### config.mk
export PLATFORM = sky130hd
export DESIGN_NAME = diffeq_datapath
export DESIGN_NICKNAME = d
export VERILOG_FILES = /design/src/rtl/diffeq_datapath.sv
export SDC_FILE = /design/constraint.sdc
export NUM_CORES = 1
export LEC_CHECK = 0
export CORE_ASPECT_RATIO = 0.75
export CORE_MARGIN = 2
export CORE_UTILIZATION = 48
export DETAILED_ROUTE_END_ITERATION = 7
export HOLD_SLACK_MARGIN = 0.1
export PLACE_DENSITY = 0.73
export SYNTH_ARGS = -nofsm -noshare
export SYNTH_HDL_FRONTEND = slang
export SYNTH_SLANG_ARGS = --single-unit
### constraint.sdc
create_clock -name clk -period 7.8 [get_ports clk]
set_input_delay 2.34 -clock clk [delete_from_list [all_inputs] [get_ports clk]]
set_output_delay 2.34 -clock clk [all_outputs]
set_load 0.1 [all_outputs]
### src/rtl/diffeq_datapath.sv
// diffeq_datapath: fixed-point datapath for one Euler step of y'' + 3xy' + 3y = 0,
// driven by the controller's phase code and operand-load strobes.
// Latency: each compute phase performs its work in its step0/step1 cycle;
// compute_done rises in the phase's final step.
// Backpressure: none. The controller holds the phase code until it sees compute_done.
// A phase held longer saturates the step counter, so no work repeats.
// Ports:
//   clk, reset (async, active-high)
//   state: phase code
//   din + load_*: operand loads (IDLE/READ only)
//   compute_done, continue_while: handshakes back to the controller
//   x_out/u_out/y_out: committed state
//   iter_count: completed iterations
// Optional: define DIFFEQ_SAT_EN to saturate every add/sub/3*v/fx() result
// instead of wrapping.
module diffeq_datapath #(
  parameter int WIDTH  = 16,
  parameter int FRAC   = 8,
  parameter int ITER_W = 8
) (
  input  logic              clk,
  input  logic              reset,
  input  logic [2:0]        state,
  input  logic [WIDTH-1:0]  din,
  input  logic              load_x,
  input  logic              load_dx,
  input  logic              load_a,
  input  logic              load_u,
  input  logic              load_y,
  output logic              compute_done,
  output logic              continue_while,
  output logic [WIDTH-1:0]  x_out,
  output logic [WIDTH-1:0]  u_out,
  output logic [WIDTH-1:0]  y_out,
  output logic [ITER_W-1:0] iter_count
);

  localparam logic [2:0] ST_IDLE = 3'b000;
  localparam logic [2:0] ST_READ = 3'b001;
  localparam logic [2:0] ST_C1   = 3'b010;
  localparam logic [2:0] ST_C2   = 3'b011;
  localparam logic [2:0] ST_C3   = 3'b100;
  localparam logic [2:0] ST_C4   = 3'b101;

  localparam int DW = 2 * WIDTH;

  typedef logic signed [WIDTH-1:0] word_t;
  typedef logic signed [DW-1:0]    wide_t;

  localparam wide_t MAX_W = wide_t'({1'b0, {(WIDTH-1){1'b1}}});
  localparam wide_t MIN_W = -MAX_W - 1;

  // Reduce a wide intermediate to WIDTH bits: clamp or plain truncation.
  function automatic word_t clip(input wide_t v);
`ifdef DIFFEQ_SAT_EN
    if (v > MAX_W)      clip = MAX_W[WIDTH-1:0];
    else if (v < MIN_W) clip = MIN_W[WIDTH-1:0];
    else                clip = v[WIDTH-1:0];
`else
    clip = v[WIDTH-1:0];
`endif
  endfunction

  function automatic wide_t ext(input word_t v);
    ext = wide_t'(v);
  endfunction

  function automatic word_t add_w(input word_t p, input word_t q);
    add_w = clip(ext(p) + ext(q));
  endfunction

  function automatic word_t sub_w(input word_t p, input word_t q);
    sub_w = clip(ext(p) - ext(q));
  endfunction

  function automatic word_t triple(input word_t v);
    triple = clip((ext(v) <<< 1) + ext(v));
  endfunction

  word_t x, dx, a, u, y;
  word_t t1, t2, t3, t4;
  word_t x_n, u_n, y_n;

  logic [2:0] prev_state;
  logic [1:0] cnt_q;
  logic [1:0] step;
  logic [1:0] last_step;
  logic       entry;
  logic       in_phase;
  logic       load_ok;
  logic       any_load;

  // Single shared multiplier.
  word_t mul_a, mul_b, fx_res, y3;
  wide_t prod;

  assign entry     = (state != prev_state);
  assign step      = entry ? 2'd0 : cnt_q;
  assign in_phase  = (state == ST_C1) || (state == ST_C2) ||
                     (state == ST_C3) || (state == ST_C4);
  assign last_step = (state == ST_C2) ? 2'd2 : 2'd1;

  // Combinational so the pulse can never leak into a following state.
  assign compute_done = in_phase && (step == last_step);

  assign load_ok  = (state == ST_IDLE) || (state == ST_READ);
  assign any_load = load_x | load_dx | load_a | load_u | load_y;

  assign y3 = triple(y);

  always_comb begin
    mul_a = u;
    mul_b = dx;
    if (state == ST_C2) begin
      if (step == 2'd0) begin
        mul_a = t1;
        mul_b = t2;
      end else begin
        mul_a = y3;
        mul_b = dx;
      end
    end
  end

  assign prod   = ext(mul_a) * ext(mul_b);
  assign fx_res = clip(prod >>> FRAC);

  always_ff @(posedge clk or posedge reset) begin
    if (reset) begin
      prev_state     <= ST_IDLE;
      cnt_q          <= 2'd0;
      x              <= '0;
      dx             <= '0;
      a              <= '0;
      u              <= '0;
      y              <= '0;
      t1             <= '0;
      t2             <= '0;
      t3             <= '0;
      t4             <= '0;
      x_n            <= '0;
      u_n            <= '0;
      y_n            <= '0;
      iter_count     <= '0;
      continue_while <= 1'b1;
    end else begin
      prev_state <= state;
      // Counter reads 1 in the cycle after entry and saturates at last_step + 1.
      if (entry)                   cnt_q <= 2'd1;
      else if (cnt_q <= last_step) cnt_q <= cnt_q + 2'd1;

      if (load_ok && any_load) begin
        if (load_x)       x  <= din;
        else if (load_dx) dx <= din;
        else if (load_a)  a  <= din;
        else if (load_u)  u  <= din;
        else              y  <= din;
        continue_while <= 1'b1;
        iter_count     <= '0;
      end

      if (step == 2'd0) begin
        case (state)
          ST_C1: begin
            t1 <= fx_res;
            t2 <= triple(x);
          end
          ST_C2: t3 <= fx_res;
          ST_C3: begin
            u_n <= sub_w(sub_w(u, t3), t4);
            y_n <= add_w(y, t1);
            x_n <= add_w(x, dx);
          end
          ST_C4: begin
            x              <= x_n;
            u              <= u_n;
            y              <= y_n;
            iter_count     <= iter_count + ITER_W'(1);
            // Sticky low: only reset or a load re-arms the loop.
            continue_while <= continue_while & (x_n < a);
          end
          default: ;
        endcase
      end

      if ((state == ST_C2) && (step == 2'd1)) t4 <= fx_res;
    end
  end

  assign x_out = x;
  assign u_out = u;
  assign y_out = y;

endmodule

Word level (Yosys, flattened, before mapping). Cells that the tools add are included.

Bits in registers: 206. Input bits: 26. Output and inout port bits: 58. Word-level logic and storage cells: 89.

Add/subtract/negate cells: 8. Multiply operators: 1. Magnitude comparators: 2. Eq/ne operators: 8. Mux-type cells: 32. Bitwise logic cells: 7. Reductions and logical operators: 15.

Operators by type and width (number): $mux 16 (22); $add 16x16->16 (4); $sub 16x16->16 (2); $mul 16x16->24 (1); $mux 8 (3); $lt 16x16->1 (1); $add 8x1->8 const B (1); $mux 2 (4); $eq 3x2->1 const B (2); $eq 3x3->1 const B (2); $reduce_and 2->1 (3); $logic_or 1x1->1 (4); $or 1x1->1 (4); $reduce_and 4->1 (1); $eq 3x1->1 const B (1); $logic_and 1x1->1 (3); $logic_not 3->1 (1); $mux 1 (3); $ne 3x3->1 (1); $reduce_and 3->1 (1); $add 2x1->2 const B (1); $eq 2x1->1 const B (1); $eq 2x2->1 (1); $le 2x2->1 (1); 4 further kinds (5).

Longest topological paths before layout.
Word-level depth: 8. Mapped depth: 33. Mapped depth without buffers: 33.

Worst setup path before layout. Ideal clock, no wire load.

Kind: input-to-reg. From: input state[2]. To: register t1[15]. Setup time: 0.128 ns. Data arrival time: 9.499 ns. Data required time: 7.672 ns. Path slack: -1.827 ns. Stages: 24. Buffers on the path: 3. Cells stage by stage: buf_4 -> xor2_2 -> o41ai_4 -> buf_4 -> buf_1 -> mux2i_1 -> nor2_1 -> fa_1 -> fa_1 -> inv_1 -> fa_1 -> fa_1 -> fa_1 -> fa_1 -> xor2_1 -> xnor2_1 -> xnor2_1 -> xnor2_1 -> xnor2_1 -> xnor3_1 -> xnor2_1 -> xnor3_1 -> xor2_1 -> o21ai_1.

Cells in the longest elaborated chain, start to end: 6. Elaborated cells on any way between the ends: 11. Those cells by class: 1 x mul; 3 x eq/ne; 5 x mux; 2 x reduce/logical.

RTL lines: start, declared (RTL line 23) `input logic [2:0] state,`; $ne 3x3->1 (RTL line 97) `assign entry = (state != prev_state);`; $mux 2 (RTL line 98) `assign step = entry ? 2'd0 : cnt_q;`; $logic_not 2->1 (RTL line 115, 162); $mux 16 (RTL line 115) `if (step == 2'd0) begin`; $mux 16 (RTL line 114) `if (state == ST_C2) begin`; $mul 16x16->24 (RTL line 125) `assign prod = ext(mul_a) * ext(mul_b);`; end signal, assigned (RTL line 165) `t1 <= fx_res;`; end, declared (RTL line 81) `word_t t1, t2, t3, t4;`.

Several ways; a longest one is shown, not always the timed one. A chain may end at the register's enable or synchronous reset.

Worst setup path in the final report.
From: input state[1]. To: register t4[14].

Cells in the longest elaborated chain, start to end: 6. Elaborated cells on any way between the ends: 11. Those cells by class: 1 x mul; 3 x eq/ne; 5 x mux; 2 x reduce/logical.

RTL lines: $ne 3x3->1 (RTL line 97); $mux 2 (RTL line 98); $logic_not 2->1 (RTL line 115); $mux 16 (RTL line 115); $mux 16 (RTL line 114); $mul 16x16->24 (RTL line 125); end signal, assigned (RTL line 186) `if ((state == ST_C2) && (step == 2'd1)) t4 <= fx_res;`; end, declared (RTL line 81).

Several ways; a longest one is shown, not always the timed one.

==> qor.yml <==
placed_design:
  gp_congestion: 0.965
  place_area_sq_mm: 0.0233
  dp_slack_ns: -1.78
  place_hpwl_um: 47600
  io_buffers: 83
detailed_routing:
  drt-total-wl_um: 61200
  post_drt_wl_per_cell_um: 19.9
  first_pass_iters: 5
  drtAntennaViolNets: 0
  vias: 16960
  post-route-drc-count: 0
  drt_iter0_drc: 1402
  drt-vias-per-instance: 5.53
timing:
  hold_violations: 0
  rsz0062_at_grt: "true"
  tightest_slew_ns: 1.18
  min_period_ns: 8.53
  setup_slack_ns: -0.726
  relSlewSlack: 0.214
  drv_slew: 0
  fmax_mhz: 117
  skew_ns: 0.0201
  fin_crit_sh: 1.09
  setup_viol: 45
clock_network:
  tritoncts: "done"
  h-tree-depth: 1
  cts_num_sinks: 206
  root_buffer: "clkbuf_16"
  cts_hold_buf: 0
  clk_pin_slew_ns: 0.07
  cts_made_buffers: 21
  clk_latency_ns: 0.52
  clockBufferDepth: 3
status:
  violations: "setup timing"
  status: "finished, violations left"
yosys:
  synth_edf_count: 0
  synth_area_leader_cell: "dfrtp_1"
  seq_area_frac_synth: 0.259
  synth_nets: 2603
  synth-seq-cells: 206
  synth_area_sq_mm: 0.0199
  ys_warn_count: 0
  synthArstFlopShare: 1.00
  synth.avg_cell_area_sq_um: 9.00
  synth_area_leaders: "dfrtp_1 26%, fa_1 21%, ha_1 10%"
  synth_cells: 2209
  ys_types: 69
  synth.top_cell.area_share: 0.258
  synth-main-ff-cell: "dfrtp_1"
setup_path:
  rr_worst_depth: 29
  critPathLaunchType: "primary input"
  cp_max_fo: 10
  reg2reg_to: "t4[15]$_DFFE_PP0P_"
  worst-setup-path-type: "in2reg"
  worstPathArrival_ns: 8.92
  critPathCaptureType: "register"
  r2r_slack_ns: -0.19
  slowest_delay_ns: 0.58
  critPathSlowestCell: "fa_1"
  cpMostUsedCell: "fa_1"
  r2r_start: "y_out[3]$_DFF_PP0_"
  required_ns: 8.20
min_path:
  hold_depth: 2
  hold_path.startpoint: "y_n[8]$_DFFE_PP0P_"
  min_path_type: "reg2reg"
  min_delay_worst_endpoint: "y_out[8]$_DFF_PP0_"
floorplanning:
  die_area_sq_mm: 0.0431
  rows: 64
  core_area_sq_mm: 0.0408
  dieWidth_um: 239
  start_util: 0.487
  io-pin-count: 84
  die_y_um: 180
job:
  cap_violations: 0
global_route:
  antenna_found_initial: 1
  grt_overflow: 0
  grt_pass1_wl_um: 95800
  grt.total_usage: 0.287
  grt_pass1_vias: 17372
  grt_max_degree: 142
final_layout:
  drive_gt1_frac: 0.210
  nNetsFinal: 2921
  final_cell_mix: "329 x nand2_1, 326 x inv_1, 220 x buf_4"
  final_common_cell: "nand2_1"
  antenna_cells: 0
  stdcell_area_sq_mm: 0.0253
  syn2layout_area_growth_pct: 27.2
-- metal layers --
metal / wire, um / share of wire / GRT usage
met5: 0 / 0 / 0
met4: 1660 / 0.027 / 0.0658
met3: 4710 / 0.077 / 0.0501
met2: 27800 / 0.45 / 0.455
met1: 27000 / 0.44 / 0.410
-- timing repair --
| action | 4_1_cts | 5_1_grt |
|---|---|---|
| pin swaps | 84 | 62 |
| gates cloned | 3 | 0 |
| endpoints found under the setup margin | 48 | 48 |
| resized for setup | 125 | 78 |
| setup buffers | 50 | 24 |
-- worst max-delay path, delay by kind of cell --
kind	cells	cell delay, ns
compound gates	8	1.57
xor+xnor	2	0.40
fa+ha+maj	7	3.11
buf+inv	10	1.09
mux	1	0.22
simple gates	2	0.17
-- how the worst max path moves through the flow --
stage	from	endpoint	slack (ns)	cells after the start
finish	state[1]	t4[14]$_DFFE_PP0P_	-0.73	30
global placement	state[1]	t4[14]$_DFFE_PP0P_	-1.70	27
floorplan	state[1]	t3[15]$_DFFE_PP0P_	-0.96	27
detailed placement	state[1]	t4[14]$_DFFE_PP0P_	-1.78	27
CTS	state[2]	t1[14]$_DFFE_PP0P_	-0.76	29
global route	state[1]	t4[14]$_DFFE_PP0P_	-0.92	30
-- stage by stage --
stage               setup TNS, ns  hold WS [ns]  utilization  instances
floorplan                  -20.38         0.446            -       2209
global placement           -64.17         0.458        0.571       2966
detailed placement         -67.66         0.465        0.571       2966
CTS                        -17.97         0.480        0.609       3049
global route               -30.95         0.498        0.619       3069
finish                     -21.24         0.478        0.619       3069
-- synthesized netlist by cell type, types with 9 or more instances --
cell type and count:
nand3_1 18, inv_1 344, and3_1 16, fa_1 205, mux2i_1 66, o31ai_1 24, o21a_1 18, mux2_2 35
nor2_1 177, ha_1 163, nand2b_1 14, or3_1 9, a21boi_0 12, nor3_1 24, o21ai_0 171, nand2_1 342
xor2_1 41, a21oi_1 53, xnor2_1 47, o21ai_1 25, clkbuf_1 56, a21o_1 22, nor2b_1 13, dfrtp_1 205
-- logic make-up after synthesis --
group           count (synthesis)  share of synthesized area
compound gates                377                      0.115
fa+ha+maj                     368                      0.309
simple gates                  646                      0.138
flops                         206                      0.259
mux                           105                     0.0556
xor+xnor                       93                     0.0435
buf+inv                       414                     0.0793
-- area by class of cell --
class                   instances  area (sq um)
clock buffers                  29           606
clock inverters                 8          81.3
fillers                      3370         15600
inverters                     345          1300
multi-input cells            1589         14000
flip-flops and latches        206          5160
well taps                     528           661
repair buffers                364          3440
Power is left out: the tool's default activity adds up to more than one toggle a clock period on the data nets, which glitch-free logic cannot reach.
